<file path="src/rtl/jstk_input_cond_pkg.sv">
// Shared types and frame layout for the PmodJSTK input conditioner.
// Axis FSM encoding, stick centre and DOUT bit-field positions.
package jstk_cond_pkg;

  typedef enum logic [1:0] {StIdle, StFirst, StHold, StRepeat} axis_state_e;

  localparam int unsigned JSTK_CENTER = 512;

  localparam int unsigned X_LO_MSB  = 23;
  localparam int unsigned X_LO_LSB  = 16;
  localparam int unsigned X_HI_MSB  = 9;
  localparam int unsigned X_HI_LSB  = 8;
  localparam int unsigned Y_LO_MSB  = 39;
  localparam int unsigned Y_LO_LSB  = 32;
  localparam int unsigned Y_HI_MSB  = 25;
  localparam int unsigned Y_HI_LSB  = 24;
  localparam int unsigned BTN_C_BIT = 0;
  localparam int unsigned BTN_Z_BIT = 2;

  function automatic logic [9:0] frame_x(logic [39:0] d);
    return {d[X_HI_MSB:X_HI_LSB], d[X_LO_MSB:X_LO_LSB]};
  endfunction

  function automatic logic [9:0] frame_y(logic [39:0] d);
    return {d[Y_HI_MSB:Y_HI_LSB], d[Y_LO_MSB:Y_LO_LSB]};
  endfunction

  function automatic logic [9:0] center_dev(logic [9:0] v);
    if (v >= 10'(JSTK_CENTER)) return v - 10'(JSTK_CENTER);
    else return 10'(JSTK_CENTER) - v;
  endfunction

  function automatic int unsigned cnt_width(int unsigned a, int unsigned b);
    int unsigned m;
    m = (a > b) ? a : b;
    return (m < 2) ? 1 : $clog2(m);
  endfunction

endpackage

</file>
<file path="src/rtl/jstk_input_cond_if.sv">
// Frame delivery bus from the PmodJSTK SPI driver.
interface jstk_input_cond_if;
  logic [39:0] jstk_data;
  logic        jstk_valid;

  modport master (output jstk_data, output jstk_valid);
  modport slave  (input jstk_data, input jstk_valid);
endinterface

</file>
<file path="src/rtl/jstk_axis_repeat.sv">
// One stick axis: hysteresis direction flags, step FSM and hold-to-repeat counter.
module jstk_axis_repeat
  import jstk_cond_pkg::*;
#(
  parameter int unsigned LOW_TH            = 350,
  parameter int unsigned HIGH_TH           = 650,
  parameter int unsigned HYST              = 25,
  parameter int unsigned REPEAT_DELAY_CYC  = 50_000_000,
  parameter int unsigned REPEAT_PERIOD_CYC = 15_000_000
) (
  input  logic       clk,
  input  logic       reset_n,
  input  logic       cap,
  input  logic [9:0] value,
  input  logic       qualify,
  output logic       active,
  output logic       step_neg,
  output logic       step_pos
);

  localparam int unsigned CntW = cnt_width(REPEAT_DELAY_CYC, REPEAT_PERIOD_CYC);
  localparam logic [9:0] NegSet = 10'(LOW_TH);
  localparam logic [9:0] NegClr = 10'(LOW_TH + HYST);
  localparam logic [9:0] PosSet = 10'(HIGH_TH);
  localparam logic [9:0] PosClr = 10'(HIGH_TH - HYST);
  localparam logic [CntW-1:0] DelayLoad  = CntW'(REPEAT_DELAY_CYC - 1);
  localparam logic [CntW-1:0] PeriodLoad = CntW'(REPEAT_PERIOD_CYC - 1);

  logic neg_q, neg_d, pos_q, pos_d;
  logic dir_q, dir_d;  // 1: positive side
  axis_state_e state_q, state_d;
  logic [CntW-1:0] cnt_q, cnt_d;
  logic act_neg, act_pos, hold_act, fire;

  always_comb begin
    neg_d = neg_q;
    pos_d = pos_q;
    if (cap) begin
      if (value < NegSet) neg_d = 1'b1;
      else if (value >= NegClr) neg_d = 1'b0;
      if (value > PosSet) pos_d = 1'b1;
      else if (value <= PosClr) pos_d = 1'b0;
    end
  end

  assign active   = neg_q | pos_q;
  assign act_neg  = neg_q & qualify;
  assign act_pos  = pos_q & qualify;
  assign hold_act = dir_q ? act_pos : act_neg;

  always_comb begin
    state_d = state_q;
    dir_d   = dir_q;
    cnt_d   = cnt_q;
    fire    = 1'b0;
    case (state_q)
      StIdle: begin
        if (act_neg | act_pos) begin
          state_d = StFirst;
          dir_d   = act_pos;
        end
      end
      default: begin
        // A released or reversed side drops out without pulsing.
        if (!hold_act) begin
          if (act_neg | act_pos) begin
            state_d = StFirst;
            dir_d   = act_pos;
          end else begin
            state_d = StIdle;
          end
        end else if (state_q == StFirst) begin
          fire    = 1'b1;
          cnt_d   = DelayLoad;
          state_d = StHold;
        end else if (cnt_q == '0) begin
          fire    = 1'b1;
          cnt_d   = PeriodLoad;
          state_d = StRepeat;
        end else begin
          cnt_d = cnt_q - 1'b1;
        end
      end
    endcase
  end

  assign step_neg = fire & ~dir_q;
  assign step_pos = fire & dir_q;

  always_ff @(posedge clk or negedge reset_n) begin
    if (!reset_n) begin
      neg_q   <= 1'b0;
      pos_q   <= 1'b0;
      dir_q   <= 1'b0;
      state_q <= StIdle;
      cnt_q   <= '0;
    end else begin
      neg_q   <= neg_d;
      pos_q   <= pos_d;
      dir_q   <= dir_d;
      state_q <= state_d;
      cnt_q   <= cnt_d;
    end
  end

endmodule

</file>
<file path="src/rtl/jstk_input_cond.sv">
// PmodJSTK frame conditioner: captured axes, repeating step pulses, debounced buttons.
// Define JSTK_DIAG_EN to let both axes step at once; otherwise only the dominant axis steps.
module jstk_input_cond
  import jstk_cond_pkg::*;
#(
  parameter int unsigned LOW_TH            = 350,
  parameter int unsigned HIGH_TH           = 650,
  parameter int unsigned HYST              = 25,
  parameter int unsigned REPEAT_DELAY_CYC  = 50_000_000,
  parameter int unsigned REPEAT_PERIOD_CYC = 15_000_000,
  parameter int unsigned DEB_FRAMES        = 2
) (
  input  logic              clk,
  input  logic              reset_n,
  jstk_input_cond_if.slave  jstk,
  output logic [9:0]        joy_x,
  output logic [9:0]        joy_y,
  output logic              step_left,
  output logic              step_right,
  output logic              step_up,
  output logic              step_down,
  output logic              btn_c_level,
  output logic              btn_z_level,
  output logic              btn_c_pulse,
  output logic              btn_z_pulse
);

  localparam int unsigned DebW = $clog2(DEB_FRAMES + 1);
  localparam logic [DebW-1:0] DebLast = DebW'(DEB_FRAMES - 1);

  logic [9:0] joy_x_q, joy_y_q;
  logic [1:0] raw, lvl_q, lvl_d, pulse_q, pulse_d;  // [0]: C, [1]: Z
  logic [1:0][DebW-1:0] deb_q, deb_d;
  logic act_x, act_y, qual_x, qual_y;

  logic unused_frame;
  assign unused_frame = ^{jstk.jstk_data[1], jstk.jstk_data[7:3], jstk.jstk_data[15:10],
                          jstk.jstk_data[31:26]};

  assign raw = {jstk.jstk_data[BTN_Z_BIT], jstk.jstk_data[BTN_C_BIT]};

  always_comb begin
    lvl_d   = lvl_q;
    deb_d   = deb_q;
    pulse_d = '0;
    if (jstk.jstk_valid) begin
      for (int i = 0; i < 2; i++) begin
        if (raw[i] != lvl_q[i]) begin
          if (deb_q[i] == DebLast) begin
            lvl_d[i]   = raw[i];
            deb_d[i]   = '0;
            pulse_d[i] = raw[i];
          end else begin
            deb_d[i] = deb_q[i] + 1'b1;
          end
        end else begin
          deb_d[i] = '0;
        end
      end
    end
  end

  always_ff @(posedge clk or negedge reset_n) begin
    if (!reset_n) begin
      joy_x_q <= '0;
      joy_y_q <= '0;
      lvl_q   <= '0;
      deb_q   <= '0;
      pulse_q <= '0;
    end else begin
      if (jstk.jstk_valid) begin
        joy_x_q <= frame_x(jstk.jstk_data);
        joy_y_q <= frame_y(jstk.jstk_data);
      end
      lvl_q   <= lvl_d;
      deb_q   <= deb_d;
      pulse_q <= pulse_d;
    end
  end

`ifdef JSTK_DIAG_EN
  logic unused_act;
  assign unused_act = act_x ^ act_y;
  assign qual_x = 1'b1;
  assign qual_y = 1'b1;
`else
  logic dom_y;
  // Ties favour X.
  assign dom_y  = center_dev(joy_y_q) > center_dev(joy_x_q);
  assign qual_x = !(act_x && act_y && dom_y);
  assign qual_y = !(act_x && act_y && !dom_y);
`endif

  jstk_axis_repeat #(
    .LOW_TH           (LOW_TH),
    .HIGH_TH          (HIGH_TH),
    .HYST             (HYST),
    .REPEAT_DELAY_CYC (REPEAT_DELAY_CYC),
    .REPEAT_PERIOD_CYC(REPEAT_PERIOD_CYC)
  ) u_axis_x (
    .clk     (clk),
    .reset_n (reset_n),
    .cap     (jstk.jstk_valid),
    .value   (frame_x(jstk.jstk_data)),
    .qualify (qual_x),
    .active  (act_x),
    .step_neg(step_left),
    .step_pos(step_right)
  );

  jstk_axis_repeat #(
    .LOW_TH           (LOW_TH),
    .HIGH_TH          (HIGH_TH),
    .HYST             (HYST),
    .REPEAT_DELAY_CYC (REPEAT_DELAY_CYC),
    .REPEAT_PERIOD_CYC(REPEAT_PERIOD_CYC)
  ) u_axis_y (
    .clk     (clk),
    .reset_n (reset_n),
    .cap     (jstk.jstk_valid),
    .value   (frame_y(jstk.jstk_data)),
    .qualify (qual_y),
    .active  (act_y),
    .step_neg(step_up),
    .step_pos(step_down)
  );

  assign joy_x       = joy_x_q;
  assign joy_y       = joy_y_q;
  assign btn_c_level = lvl_q[0];
  assign btn_z_level = lvl_q[1];
  assign btn_c_pulse = pulse_q[0];
  assign btn_z_pulse = pulse_q[1];

endmodule

</file>
<file path="src/flat_wrapper.sv">
// flat-port wrapper written by rule: the top's interface ports become plain ports
module jstk_input_cond_flat import jstk_cond_pkg::*;
#(
  parameter int unsigned LOW_TH            = 350,
  parameter int unsigned HIGH_TH           = 650,
  parameter int unsigned HYST              = 25,
  parameter int unsigned REPEAT_DELAY_CYC  = 50_000_000,
  parameter int unsigned REPEAT_PERIOD_CYC = 15_000_000,
  parameter int unsigned DEB_FRAMES        = 2
)
  (clk, reset_n, joy_x, joy_y, step_left, step_right, step_up, step_down, btn_c_level, btn_z_level, btn_c_pulse, btn_z_pulse, jstk_jstk_data, jstk_jstk_valid);
  jstk_input_cond_if jstk_i ();
  input  logic clk;
  input  logic reset_n;
  output logic [9:0] joy_x;
  output logic [9:0] joy_y;
  output logic step_left;
  output logic step_right;
  output logic step_up;
  output logic step_down;
  output logic btn_c_level;
  output logic btn_z_level;
  output logic btn_c_pulse;
  output logic btn_z_pulse;
  input wire logic [$bits(jstk_i.jstk_data)-1:0] jstk_jstk_data;
  input wire logic [$bits(jstk_i.jstk_valid)-1:0] jstk_jstk_valid;
  assign jstk_i.jstk_data = jstk_jstk_data;
  assign jstk_i.jstk_valid = jstk_jstk_valid;
  jstk_input_cond #(.LOW_TH(LOW_TH), .HIGH_TH(HIGH_TH), .HYST(HYST), .REPEAT_DELAY_CYC(REPEAT_DELAY_CYC), .REPEAT_PERIOD_CYC(REPEAT_PERIOD_CYC), .DEB_FRAMES(DEB_FRAMES)) u_core (.clk(clk), .reset_n(reset_n), .jstk(jstk_i), .joy_x(joy_x), .joy_y(joy_y), .step_left(step_left), .step_right(step_right), .step_up(step_up), .step_down(step_down), .btn_c_level(btn_c_level), .btn_z_level(btn_z_level), .btn_c_pulse(btn_c_pulse), .btn_z_pulse(btn_z_pulse));
endmodule
</file>
<file path="config.mk">
export PLATFORM = sky130hd
export DESIGN_NAME = jstk_input_cond_flat
export DESIGN_NICKNAME = d
export VERILOG_FILES = /design/src/rtl/jstk_input_cond_pkg.sv /design/src/rtl/jstk_input_cond_if.sv /design/src/rtl/jstk_axis_repeat.sv /design/src/rtl/jstk_input_cond.sv /design/src/flat_wrapper.sv
export SDC_FILE = /design/constraint.sdc
export NUM_CORES = 1
export LEC_CHECK = 0
export ABC_AREA = 1
export CAP_MARGIN = 15
export CELL_PAD_IN_SITES_DETAIL_PLACEMENT = 1
export CELL_PAD_IN_SITES_GLOBAL_PLACEMENT = 2
export CORE_MARGIN = 3
export CORE_UTILIZATION = 36
export CTS_BUF_LIST = sky130_fd_sc_hd__clkbuf_4 sky130_fd_sc_hd__clkbuf_8
export DETAILED_ROUTE_END_ITERATION = 7
export PLACE_DENSITY_LB_ADDON = 0.1
export SYNTH_ARGS = -nofsm -noshare
export SYNTH_HDL_FRONTEND = slang
export SYNTH_HIERARCHICAL = 1
export SYNTH_SLANG_ARGS = --single-unit
</file>
<file path="constraint.sdc">
create_clock -name clk -period 4.5 [get_ports clk]
set_clock_uncertainty 0.1 [all_clocks]
set_input_delay 0.675 -clock clk [delete_from_list [all_inputs] [get_ports clk]]
set_output_delay 0.675 -clock clk [all_outputs]
set_load 0.005 [all_outputs]
</file>
==> results.txt, run 1 <==
* Total track usage: between 15 and 20%
- # hold bufs at CTS: 0
* Synthesis-to-finish area growth: 17.8%
- The first routing iteration left between 150 and 200 violations.
* Total standard cell area after synthesis: 6010 um2
- Across the run, the number of max-cap violations was 0.
- In this run the worst path has a maximum fanout of 7.
- Clock share of power: 22.4%
- The root buffer cell chosen for the clock tree is clkbuf_8.
* Number of global-route vias before repair: between 5000 and 6000
- Maximum operating frequency: between 0.2 and 0.25 GHz
* Average instance area after synthesis: about 7.1 um2
* Row cnt: 46
* Top area cells in the synthesized netlist: dfrtp_1 37%, nand2_1 15%, nor2_1 7.4%
- VDD sags by at most 178 uV.
* Post-synthesis net count: 901
* Part of the total power dissipated in combinational logic: 38.7%
- For this run, the number of Yosys warnings is 6.
- The commonest cells after synthesis are 234 x nand2_1, 119 x nor2_1, 104 x inv_1, 90 x dfrtp_1, 58 x nand3_1.
- Antenna Nets Post-Route: 0
- Count of mapped cells out of synthesis: 844
- Synth unique cells: 39
* Std-Cell Core Area: about 16000 um2
- Summing all multi-input logic gate instances after layout gives 3310 um2.
- Summing over every cut layer, the via total after detailed routing is about 5500.
- For this run, the post-layout net count is 960.
- Count of final max-slew check failures: 0
- Setup violations, final: 0
* Clock Pin Slew Worst Setup and Hold Paths: 90 ps
- Share of cells above drive strength 1: a little over a tenth
- Die Y-Extent: 135 um
* Sinks on the clock net: 90
* Clock tree from TritonCTS: built
* Register bit total from synthesis: 90
- For the worst setup path, the data arrival time is approximately 3500 ps.
* Htree depth: 3
- The number of endpoints with negative hold slack in the final report is 0.
* Maximum number of pins on one net before global-route repair: between 50 and 60
* Lkg Pwr: around 3.5 nW
- Internal: 1.72 mW
- STA classifies the critical path startpoint as a flop.
* Unrepaired setup endpoints after global routing: yes
- Summed over all layers, the routed wires come to between 15 and 20 mm.
- Final instance count without filler cells: roughly 1100
- The congestion estimate from routability-driven global placement came to 0.841.
* Number of enable flip-flop cells after synthesis: 0
- Worst-margin pin slew: a little over 900 ps
- Chip Width: around 140 um
* Most numerous cell in the Yosys netlist: nand2_1
* Count of TritonRoute iterations in the first routing pass: 4
- Among all flip-flop cells after synthesis, the most frequent one is dfrtp_1.
* Final period demand of the worst path: 4240 ps
* DR WL/cell: about 15 um
- Wire length of the first global-routing pass: between 20 and 30 mm
- Critical path class: flop to output pin
- IO Pins: about 70
* Worst hold-check path type: input port to async pin
* Initial Util: approximately 37%
- Placed instance count: 1105
* Yosys top cell area share: between 30% and 40%
- Global-route congestion overflow total: 0
* Run status: finished clean
* Period utilization: 94.2%
* Initial antenna violation count: 0
- In this run the tool buffered the top-level ports with 52 buffer cells.
- Total die area: between 15000 and 20000 um2
- Power comes to 2.91 mW.
- Bufs on Longest Clock Path: 2
* Portion of total power attributed to sequential cells: approximately two fifths
- Total CTS buffers: 9
* Switching power of the nets: between 1 and 1.5 mW
* DRC errors left: 0
- Counting flops with an async set or reset pin after synthesis yields a share of 100%.
- Worst path required time: 3720 ps
- Number of antenna diodes: 0
- Of the synthesized area, sequential elements account for 37.5%.
- Power density over the cells: approximately 410 nW/um2
* Dpl hpwl: ~13 mm
- Clock latency on the worst-skew pair: around 380 ps
* Filler instances: 2048
- Using the TritonRoute via totals, the vias-per-cell ratio works out to between 4 and 5.
- The sequential cells in the finished layout cover a total of about 2300 um2.
- Slew margin rel.: between 30% and 40%
- Cell taking the most area after synthesis: dfrtp_1
- Type of element capturing the critical path: output pin
* Switching part of the total power: approximately two fifths
-- layer usage --
metal | part of all wire [%] | GRT usage [%]
met1 | 47 | 25.0
met2 | 49 | 34.0
met3 | 2.6 | 3.75
met4 | 1.3 | 4.98
met5 | 0 | 0
-- cell families after synthesis --
group / count (synthesis) / share of synthesized area, %
simple gates: 486 / 36.9
buf+inv: 126 / 8.25
flops: 90 / 37.5
compound gates: 86 / 8.29
xor+xnor: 42 / 6.13
fa+ha+maj: 14 / 2.92
-- worst paths after layout --
check | from | end | slack (ps) | cells past startpoint
min reg2reg | u_core/u_axis_x/neg_q | u_core/u_axis_x/neg_q | 400 | 2
max in group asynchronous | reset_n | u_core/u_axis_y/cnt_q[17] | 3030 | 2
min | reset_n | u_core/u_axis_y/cnt_q[9] | 270 | 1
min in group clk | u_core/u_axis_x/neg_q | u_core/u_axis_x/neg_q | 400 | 2
max | u_core/joy_y[0] | step_down | 260 | 18
max reg2reg | u_core/joy_y[0] | u_core/u_axis_x/cnt_q[15] | 1200 | 21
-- sequential cells by signal, summed over array words and instances, names as in the netlist --
signal                   count
u_core/u_axis_x/cnt_q       26
u_core/u_axis_y/cnt_q       26
u_core/joy_x                10
u_core/joy_y                10
u_core/deb_q                 4
u_core/lvl_q                 2
u_core/pulse_q               2
u_core/u_axis_x/state_q      2
u_core/u_axis_y/state_q      2
u_core/u_axis_x/dir_q        1
u_core/u_axis_x/neg_q        1
u_core/u_axis_x/pos_q        1
u_core/u_axis_y/dir_q        1
u_core/u_axis_y/neg_q        1
u_core/u_axis_y/pos_q        1
-- power by group through the flow --
stage	clock network (mW)	logic, mW	registers [mW]
5_1_grt	0.717	1.28	1.16
2_1_floorplan	0	0.756	1.10
3_3_place_gp	0	1.06	1.14
4_1_cts	0.681	1.11	1.13
6_report	0.650	1.12	1.13
3_5_place_dp	0	1.10	1.15
-- worst max-delay path, cell delays in order (launching register included) --
cell and delay (ps):
dfrtp_1 430, nor3_2 320, nand4_2 180, nand3_1 110
nand2_1 70, ha_1 290, nand2_1 70, nor2_2 140
nand3_1 100, nand3_2 100, nand2_1 50, nand2_1 80
inv_1 70, o21ai_2 150, nand3_2 130, inv_4 100
nand2_8 100, nor2_4 100, clkdlybuf4s50_1 510
-- layout by cell type, fill, tap and decap left out, drive strengths merged, types with 2 or more instances in the layout --
cell type        n
xor2            34
a22o             2
a31oi            2
nand3b           5
a21boi           4
nand4           15
clkinv           2
clkbuf          12
nor4             2
dfrtp           90
clkinvlp         2
or2              6
o21ai           55
a21oi           11
nand3           60
o22ai            2
o211ai           2
clkdlybuf4s50   49
nand2          246
buf             12
a2bb2oi          2
nor2           145
bufinv           2
inv            110
xnor2            8
ha              14
a21o             4
nor3             7
a41oi            2
-- stage by stage --
stage               hold WS [ps]  utilization, %  setup TNS (ps)  area, um2  setup slack [ps]
floorplan                    279               -               0       6010              1340
global placement             368            42.0               0       6770               556
detailed placement           381            42.0               0       6770               496
CTS                          297            43.4               0       7000              44.4
global route                 313            43.9            -141       7080             -72.5
finish                       266            43.9               0       7080               260
-- layout make-up --
cell class	instances	area share, %
inverter	112	6.01
tap	216	3.82
clock inverter	4	1.06
timing repair buffer	62	8.35
clock buffer	12	2.16
multi-input combinational	628	46.8
sequential	90	31.8
-- repair_timing --
action,CTS,global route
gates resized for setup,0,14
buffers inserted,0,3
endpoints found under the setup margin,0,4
No activity file was read; power rests on OpenSTA's default activity.
==> run 2, diff against run 1 <==
==> constraint.sdc (replaced) <==
create_clock -name clk -period 5.35 [get_ports clk]
set_clock_uncertainty 0.1 [all_clocks]
set_input_delay 0.8025 -clock clk [delete_from_list [all_inputs] [get_ports clk]]
set_output_delay 0.8025 -clock clk [all_outputs]
set_load 0.005 [all_outputs]
==> run 2 against run 1 <==
Against the previous run: combinational power down 18%; non-clock buffer count shrank 3; count of clock-buffer cells in the layout fell by 1; design area decreased by 1.3%; largest cell class unchanged.
==> results.txt, run 2 (synthesis gave the netlist of run 1 again) <==
- Routed WL: 17.1 mm (was 16.9 mm)
* Slew margin rel.: 40.9% (was 39.5%)
* Switching part of the total power: 41.7% (was 40.8%)
- The detail-routed via count per cell is 4.95 (was 4.92).
- IO Pins: 71 (unchanged)
- The slew at the pin closest to its max-slew limit came to 887 ps (was 908 ps).
- The count of H-tree levels built during CTS was 3 (unchanged).
- The final worst setup slack is 627 ps (was 260 ps).
- Number of nets at the end of the flow: 957 (was 960)
* Bufs on Longest Clock Path: 2 (unchanged)
- The power density over the cells came to 341 nW/um2 (was 411 nW/um2).
* Setup violations, final: 0 (unchanged)
- The number of vias after detailed routing came to 5550 (was 5532).
- The dominant cell type by count on the critical path was nand2_1 (unchanged).
- Count of maximum capacitance violations: 0 (unchanged)
- DRC marker count from the first detailed-route iteration: 242 (was 170)
* Filler instances: 2054 (was 2048)
- The global-route wire length before repair is 29.1 mm (was 28.7 mm).
- The number of endpoints with negative hold slack in the final report was 0 (unchanged).
- Worst hold-check path type: input port to async pin (unchanged)
* Dpl hpwl: 12.9 mm (was 12.8 mm)
- The arrival time at the worst endpoint is 3820 ps (was 3470 ps).
* Number of antenna diodes: 0 (unchanged)
* Global-route congestion overflow total: 0 (unchanged)
* Critical Path, Cell by Cell: inv_1 > ha_1 > nand4_2 > nor2_2 > nor2_1 > nand2_1 > nand2_1 > ha_1 > nand2_1 > nor2_2 > nand3_1 > nand3_1 > nand2_1 > nand2_1 > inv_1 > o21ai_2 > nand3_2 > buf_4 > inv_2 > nand2_4 > nor2_2 > clkdlybuf4s50_1 (was nor3_2 > nand4_2 > nand3_1 > nand2_1 > ha_1 > nand2_1 > nor2_2 > nand3_1 > nand3_2 > nand2_1 > nand2_1 > inv_1 > o21ai_2 > nand3_2 > inv_4 > nand2_8 > nor2_4 > clkdlybuf4s50_1)
- Unrepaired setup endpoints after global routing: no (was yes)
- Critical path class: flop to output pin (unchanged)
* Switching power of the nets: 994 uW (was 1.19 mW)
- The post-route setup TNS was 0 ps (unchanged).
* Worst path required time: 4450 ps (was 3720 ps)
* Antenna Nets Post-Route: 0 (unchanged)
* Maximum number of pins on one net before global-route repair: 56 (was 58)
* Final Cell Area: 6980 um2 (was 7080 um2)
- The clock group share of total power is 21.6% (was 22.4%).
- Count of final max-slew check failures: 0 (unchanged)
* Gate family responsible for the most delay along the worst path: simple AND/OR/NAND/NOR gates (unchanged)
* Initial Util: 37.3% (unchanged)
- The number of global-route vias before repair was 6146 (was 5983).
- The worst-case setup slack after placement was 1060 ps (was 496 ps).
* CTS root buffer: clkbuf_8 (unchanged)
* Count of TritonRoute iterations in the first routing pass: 6 (was 4)
- The final core area utilization came to 43.3% (was 43.9%).
* Largest registers: u_core/u_axis_x/cnt_q: 26 flops, u_core/u_axis_y/cnt_q: 26 flops (unchanged)
- Based on the critical path, the design can be clocked at up to roughly 0.21 GHz.
- Type of element capturing the critical path: output pin (unchanged)
- The core footprint is 16100 um2 (unchanged).
- The TritonCTS clock tree was built (unchanged).
- Cell area after placement: 6770 um2 (unchanged)
- Count of buffering cells on the critical path with inverters included: 5 (was 3)
- The final RePlAce weighted congestion is 0.819 (was 0.841).
- In the finished design, the share of the clock period the worst path needs comes to approximately nine tenths.
- Initial antenna violation count: 0 (unchanged)
- Total die area: 18300 um2 (unchanged)
* Setup Fix Bufs, Post-CTS: 0 (unchanged)
* Smallest hold slack: 292 ps (was 266 ps)
- Share of cells above drive strength 1: 9.72% (was 10.8%)
* Lkg Pwr: 3.46 nW (was 3.49 nW)
- Sinks on the clock net: 90 (unchanged)
- The clock transition time at the flip-flop clock pins of the worst setup and hold paths was 100 ps (was 90 ps).
* Total track usage: 19.7% (was 19.5%)
- Chip Width: 135 um (unchanged)
- Portion of total power attributed to sequential cells: 39.7% (was 39.0%)
* Row cnt: 46 (unchanged)
- Area taken by flip-flops and latches: 2250 um2 (unchanged)
- Multi-input gate area in the final layout: 3260 um2 (was 3310 um2)
- Highest net fanout along the worst path: 15 (was 7)
- DR WL/cell: 15.2 um (was 15.0 um)
- # hold bufs at CTS: 0 (unchanged)
- Part of the total power dissipated in combinational logic: 38.7% (about the same)
- The count of unresolved DRC violations after routing came to 0 (unchanged).
- Die Y-Extent: 135 um (unchanged)
- The port buffer count is 52 (unchanged).
- The biggest cell delay along the critical path came to 530 ps (was 510 ps).
* Clock latency on the worst-skew pair: 380 ps (about the same)
- Final period demand of the worst path: 4720 ps
- Slowest cell on the critical path: clkdlybuf4s50_1 (unchanged)
* Total CTS buffers: 9 (unchanged)
- Commonest cells after routing, fill and taps aside: 234 x nand2_1, 119 x nor2_1, 104 x inv_1 (was 234 x nand2_1, 118 x nor2_1, 101 x inv_1).
* Resize count post-CTS: 0 (unchanged)
- The maximum VDD drop came to 167 uV (was 178 uV).
- The critical path startpoint category is a flop (unchanged).
- Run status: finished clean (unchanged).
* Most common cell after layout, fill and taps aside: nand2_1 (unchanged)
* Synthesis-to-finish area growth: 16.3% (was 17.8%)
* Internal: 1.39 mW (was 1.72 mW)
[run 2: changes by cell type in the layout (fill, tap and decap cells not counted), sizes merged]
cell | before | now
buf | 12 | 9
clkinv | 2 | 4
bufinv | 2 | 1
clkbuf | 12 | 11
clkdlybuf4s50 | 49 | 50
dlymetal6s2s | 1 | 0
[run 2: metal layers]
| layer | up-vias | routed length [um] | global-route usage, % |
|---|---|---|---|
| li1 | 2772 | - | - |
| met5 | - | 0 | 0 |
| met4 | 0 | 176 | 3.58 |
| met3 | 11 | 592 | 5.01 |
| met2 | 66 | 8270 | 33.5 |
| met1 | 2701 | 8010 | 25.7 |
[run 2: path summary, 6_finish.rpt]
check | startpoint | end | slack [ps] | depth (start not counted)
min in group clk | u_core/u_axis_y/neg_q | u_core/u_axis_y/neg_q | 400 | 2
hold / removal | reset_n | u_core/u_axis_y/cnt_q[7] | 290 | 1
max in group asynchronous | reset_n | u_core/deb_q[1] | 3770 | 2
hold reg to reg | u_core/u_axis_y/neg_q | u_core/u_axis_y/neg_q | 400 | 2
setup reg to reg | u_core/joy_y[0] | u_core/u_axis_x/cnt_q[10] | 1890 | 22
setup / recovery | u_core/joy_y[0] | step_down | 630 | 22
[run 2: power groups by stage]
stage / registers (mW) / clock network, mW / logic (mW)
2_1_floorplan: 0.925 / 0 / 0.636
3_5_place_dp: 0.962 / 0 / 0.935
4_1_cts: 0.950 / 0.540 / 0.943
3_3_place_gp: 0.957 / 0 / 0.893
5_1_grt: 0.970 / 0.569 / 1.06
6_report: 0.948 / 0.514 / 0.923
[run 2: per-stage QoR]
| stage | cells | power (mW) |
|---|---|---|
| 3_3_place_gp | 1105 | 1.85 |
| 3_5_place_dp | 1105 | 1.90 |
| 4_1_cts | 1121 | 2.43 |
| 6_report | 1121 | 2.38 |
| 5_1_grt | 1121 | 2.60 |
| 2_1_floorplan | 844 | 1.56 |
[run 2: worst register-to-register path, stage by stage (launching register included)]
cell     delay, ps
dfrtp_1        420
inv_1          140
ha_1           230
nand4_2        130
nor2_2         110
nor2_1          60
nand2_1         70
nand2_1         60
ha_1           290
nand2_1         90
inv_1           50
a21oi_1        140
nand3_1        120
nand3_1        110
inv_1           70
o21ai_2        170
nand3_2         80
buf_4          210
inv_2          100
buf_4          260
nand3_1        130
xor2_1         150
nor2_1          50
[run 2: cell type report]
| type | count | area share (%) |
|---|---|---|
| multi-input combinational | 628 | 46.7 |
| clock buffer | 11 | 2.17 |
| tap | 216 | 3.87 |
| inverter | 112 | 6.06 |
| timing repair buffer | 59 | 8.10 |
| clock inverter | 5 | 0.896 |
| sequential | 90 | 32.3 |
==> run 3, diff against run 2 <==
--- a/config.mk
+++ b/config.mk
@@ -10,9 +10,10 @@
 export CELL_PAD_IN_SITES_DETAIL_PLACEMENT = 1
 export CELL_PAD_IN_SITES_GLOBAL_PLACEMENT = 2
 export CORE_MARGIN = 3
-export CORE_UTILIZATION = 36
+export CORE_UTILIZATION = 33
 export CTS_BUF_LIST = sky130_fd_sc_hd__clkbuf_4 sky130_fd_sc_hd__clkbuf_8
 export DETAILED_ROUTE_END_ITERATION = 7
+export HOLD_SLACK_MARGIN = 0.03
 export PLACE_DENSITY_LB_ADDON = 0.1
 export SYNTH_ARGS = -nofsm -noshare
 export SYNTH_HDL_FRONTEND = slang
==> constraint.sdc (replaced) <==
create_clock -name clk -period 5 [get_ports clk]
set_clock_uncertainty 0.1 [all_clocks]
set_input_delay 0.75 -clock clk [delete_from_list [all_inputs] [get_ports clk]]
set_output_delay 0.75 -clock clk [all_outputs]
set_load 0.005 [all_outputs]
==> run 3 against run 2 <==
Against the previous run: final cell count rose by 0.80%; sequential power grew 8%; first-iteration DRC count decreased by 12%; largest power group unchanged; worst hold slack better by 78 ps; die area increased by 8.7%; largest cell class unchanged; combinational power is 7.8% higher; design area rose by 0.54%.
==> results.txt, run 3 (synthesis gave the netlist of run 1 again) <==
* Count of TritonRoute iterations in the first routing pass: 5 (was 6)
- Number of failing hold endpoints at the final stage: 0 (unchanged)
* Die Y-Extent: 141 um (was 135 um)
- Share of cells above drive strength 1: 9.72% (unchanged)
- The max-cap check violation count came to 0 (unchanged).
* Resize count post-CTS: 0 (unchanged)
- The global-route wire length before repair is 30.2 mm (was 29.1 mm).
- Routing usage on met1: 24.7% (was 25.7%)
- The TritonCTS clock tree is built (unchanged).
- The detail-routed via count per cell was 4.88 (was 4.95).
- Count of final max-slew check failures: 0 (unchanged)
* Sinks on the clock net: 90 (unchanged)
* Slew margin rel.: 39.9% (was 40.9%)
- The clock transition time at the flip-flop clock pins of the worst setup and hold paths is 100 ps (about the same).
- Worst hold-check path type: input port to async pin (unchanged)
- Maximum number of pins on one net before global-route repair: 64 (was 56)
- The critical-path maximum fanout came to 7 (was 15).
- The met3 demand-to-capacity share in global routing is 4.55% (was 5.01%).
* Most common cell after layout, fill and taps aside: nand2_1 (unchanged)
- The I/O pin total was 71 (unchanged).
- Timing would allow up to 0.220 GHz.
* Smallest hold slack: 370 ps (was 292 ps)
- The number of setup buffers added after CTS is 0 (unchanged).
- The post-route standard cell area excluding fillers came to 7020 um2 (was 6980 um2).
- In the finished design, the share of the clock period the worst path needs comes to 90.7%.
- Clock latency on the worst-skew pair: 390 ps (was 380 ps)
- The antenna cell count came to 0 (unchanged).
- Critical path class: flop to output pin (unchanged)
- The overall power is 2.64 mW (was 2.38 mW).
- The busiest metal layer after global routing is met2 (unchanged).
* Unrepaired setup endpoints after global routing: no (unchanged)
- The power density over the cells came to 376 nW/um2 (was 341 nW/um2).
- The master cell of the clock root buffer is clkbuf_8 (unchanged).
- Global-route congestion overflow total: 0 (unchanged)
- Total track usage: 18.8% (was 19.7%)
- Port Buf Inserts: 52 (unchanged)
- Number of global-route vias before repair: 6083 (was 6146)
- Lkg Pwr: 3.48 nW (was 3.46 nW)
- The cell area reported after detailed placement came to 6780 um2 (was 6770 um2).
- Synthesis-to-finish area growth: 16.9% (was 16.3%)
- Commonest cells after routing, fill and taps aside: 234 x nand2_1, 119 x nor2_1, 104 x inv_1 (unchanged)
- The slew at the pin closest to its max-slew limit came to 902 ps (was 887 ps).
- The buffer levels on the longest clock path is 2 (unchanged).
* Total die area: 19900 um2 (was 18300 um2)
- # hold bufs at CTS: 0 (unchanged)
- Std-Cell Core Area: 17500 um2 (was 16100 um2)
- Dpl hpwl: 13.8 mm (was 12.9 mm)
- DRC marker count from the first detailed-route iteration: 213 (was 242)
- The maximum VDD drop came to 180 uV (was 167 uV).
- Worst Setup Start Kind: flop (unchanged)
* DR WL/cell: 15.8 um (was 15.2 um)
- Worst EP arrival: 3690 ps (was 3820 ps)
* Largest registers: u_core/u_axis_x/cnt_q: 26 flops, u_core/u_axis_y/cnt_q: 26 flops (unchanged)
* Number of nets at the end of the flow: 957 (unchanged)
* Worst path required time: 4150 ps (was 4450 ps)
* Via count: 5516 (was 5550)
- The category of the worst setup path capture point was an output pin (unchanged).
- The met2 layer usage reported by global route came to 31.3% (was 33.5%).
* Antenna Nets Post-Route: 0 (unchanged)
- Setup violations, final: 0 (unchanged)
- The number of buffers added by the clock tree synthesis step is 9 (unchanged).
- The width of the die is 141 um (was 135 um).
- Final weighted congestion in routability-driven placement: 0.829 (was 0.819)
- DRC errors left: 0 (unchanged)
- The count of H-tree levels built during CTS was 3 (unchanged).
* Run status: finished clean (unchanged)
- Initial Util: 34.2% (was 37.3%)
- Filler instances: 2191 (was 2054)
* Initial antenna violation count: 0 (unchanged)
* Final period demand of the worst path: between 4000 and 5000 ps
* Row cnt: 48 (was 46)
- Routed WL: 17.8 mm (was 17.1 mm)
- Final setup TNS: 0 ps (unchanged)
## run 3: cell count changes in the layout (fill, tap and decap cells not counted)
cell / delta
bufinv_16: +2
clkbuf_8: -2
inv_6: +1
clkinv_4: -2
clkinvlp_4: -1
clkinv_2: +2
## run 3: power breakdown
group / internal (mW) / leakage [nW] / switching [mW]
clock: 0.332 / 0.120 / 0.295
combinational: 0.362 / 2.32 / 0.633
sequential: 0.864 / 1.04 / 0.152
total: 1.56 / 3.48 / 1.08
## run 3: per-layer routing
metal  vias to the layer above  routed length, um
met4                         0                214
met5                         -                  0
li1                       2759                  -
met3                        11                728
met1                      2666               8510
met2                        80               8380
## run 3: area by class of cell
type                            count  area (um2)  share of cell area [%]
Tap cell                          225         282                    4.01
Timing Repair Buffer               59         566                    8.06
Clock inverter                      7         116                    1.66
Inverter                          112         423                    6.02
Sequential cell                    90        2250                    32.1
Multi-Input combinational cell    628        3260                    46.4
Clock buffer                        9         124                    1.76
## run 3: path summary, 6_finish.rpt
path | startpoint | slack, ps | depth (start not counted) | endpoint
hold / removal | reset_n | 370 | 1 | u_core/u_axis_x/cnt_q[16]
setup reg to reg | u_core/joy_y[0] | 1400 | 21 | u_core/u_axis_y/cnt_q[0]
min in group clk | u_core/u_axis_y/neg_q | 390 | 2 | u_core/u_axis_y/neg_q
setup / recovery | u_core/joy_y[0] | 460 | 20 | step_right
hold reg to reg | u_core/u_axis_y/neg_q | 390 | 2 | u_core/u_axis_y/neg_q
max in group asynchronous | reset_n | 3470 | 2 | u_core/u_axis_y/cnt_q[19]
## run 3: worst max-delay path: stages (launching register included)
cell and delay, ps:
dfrtp_1 410, inv_1 130, ha_1 230, nand4_2 150, nor2_2 120, nor2_1 50
nand2_1 60, nand2_1 60, ha_1 290, nand2_1 90, inv_1 50, a21oi_1 170
nand3_1 150, nand3_1 120, inv_1 70, o21ai_2 170, nand3_2 90, inv_2 90
nand2_4 90, nor2_2 170, clkdlybuf4s50_1 540
## run 3: metrics by stage
| step | cells | setup slack, ps | utilization (%) |
|---|---|---|---|
| 2_1_floorplan | 844 | 1760 | - |
| 3_3_place_gp | 1114 | 866 | 38.7 |
| 3_5_place_dp | 1114 | 858 | 38.7 |
| 4_1_cts | 1130 | 409 | 40.0 |
| 5_1_grt | 1130 | 147 | 40.0 |
| 6_report | 1130 | 464 | 40.0 |
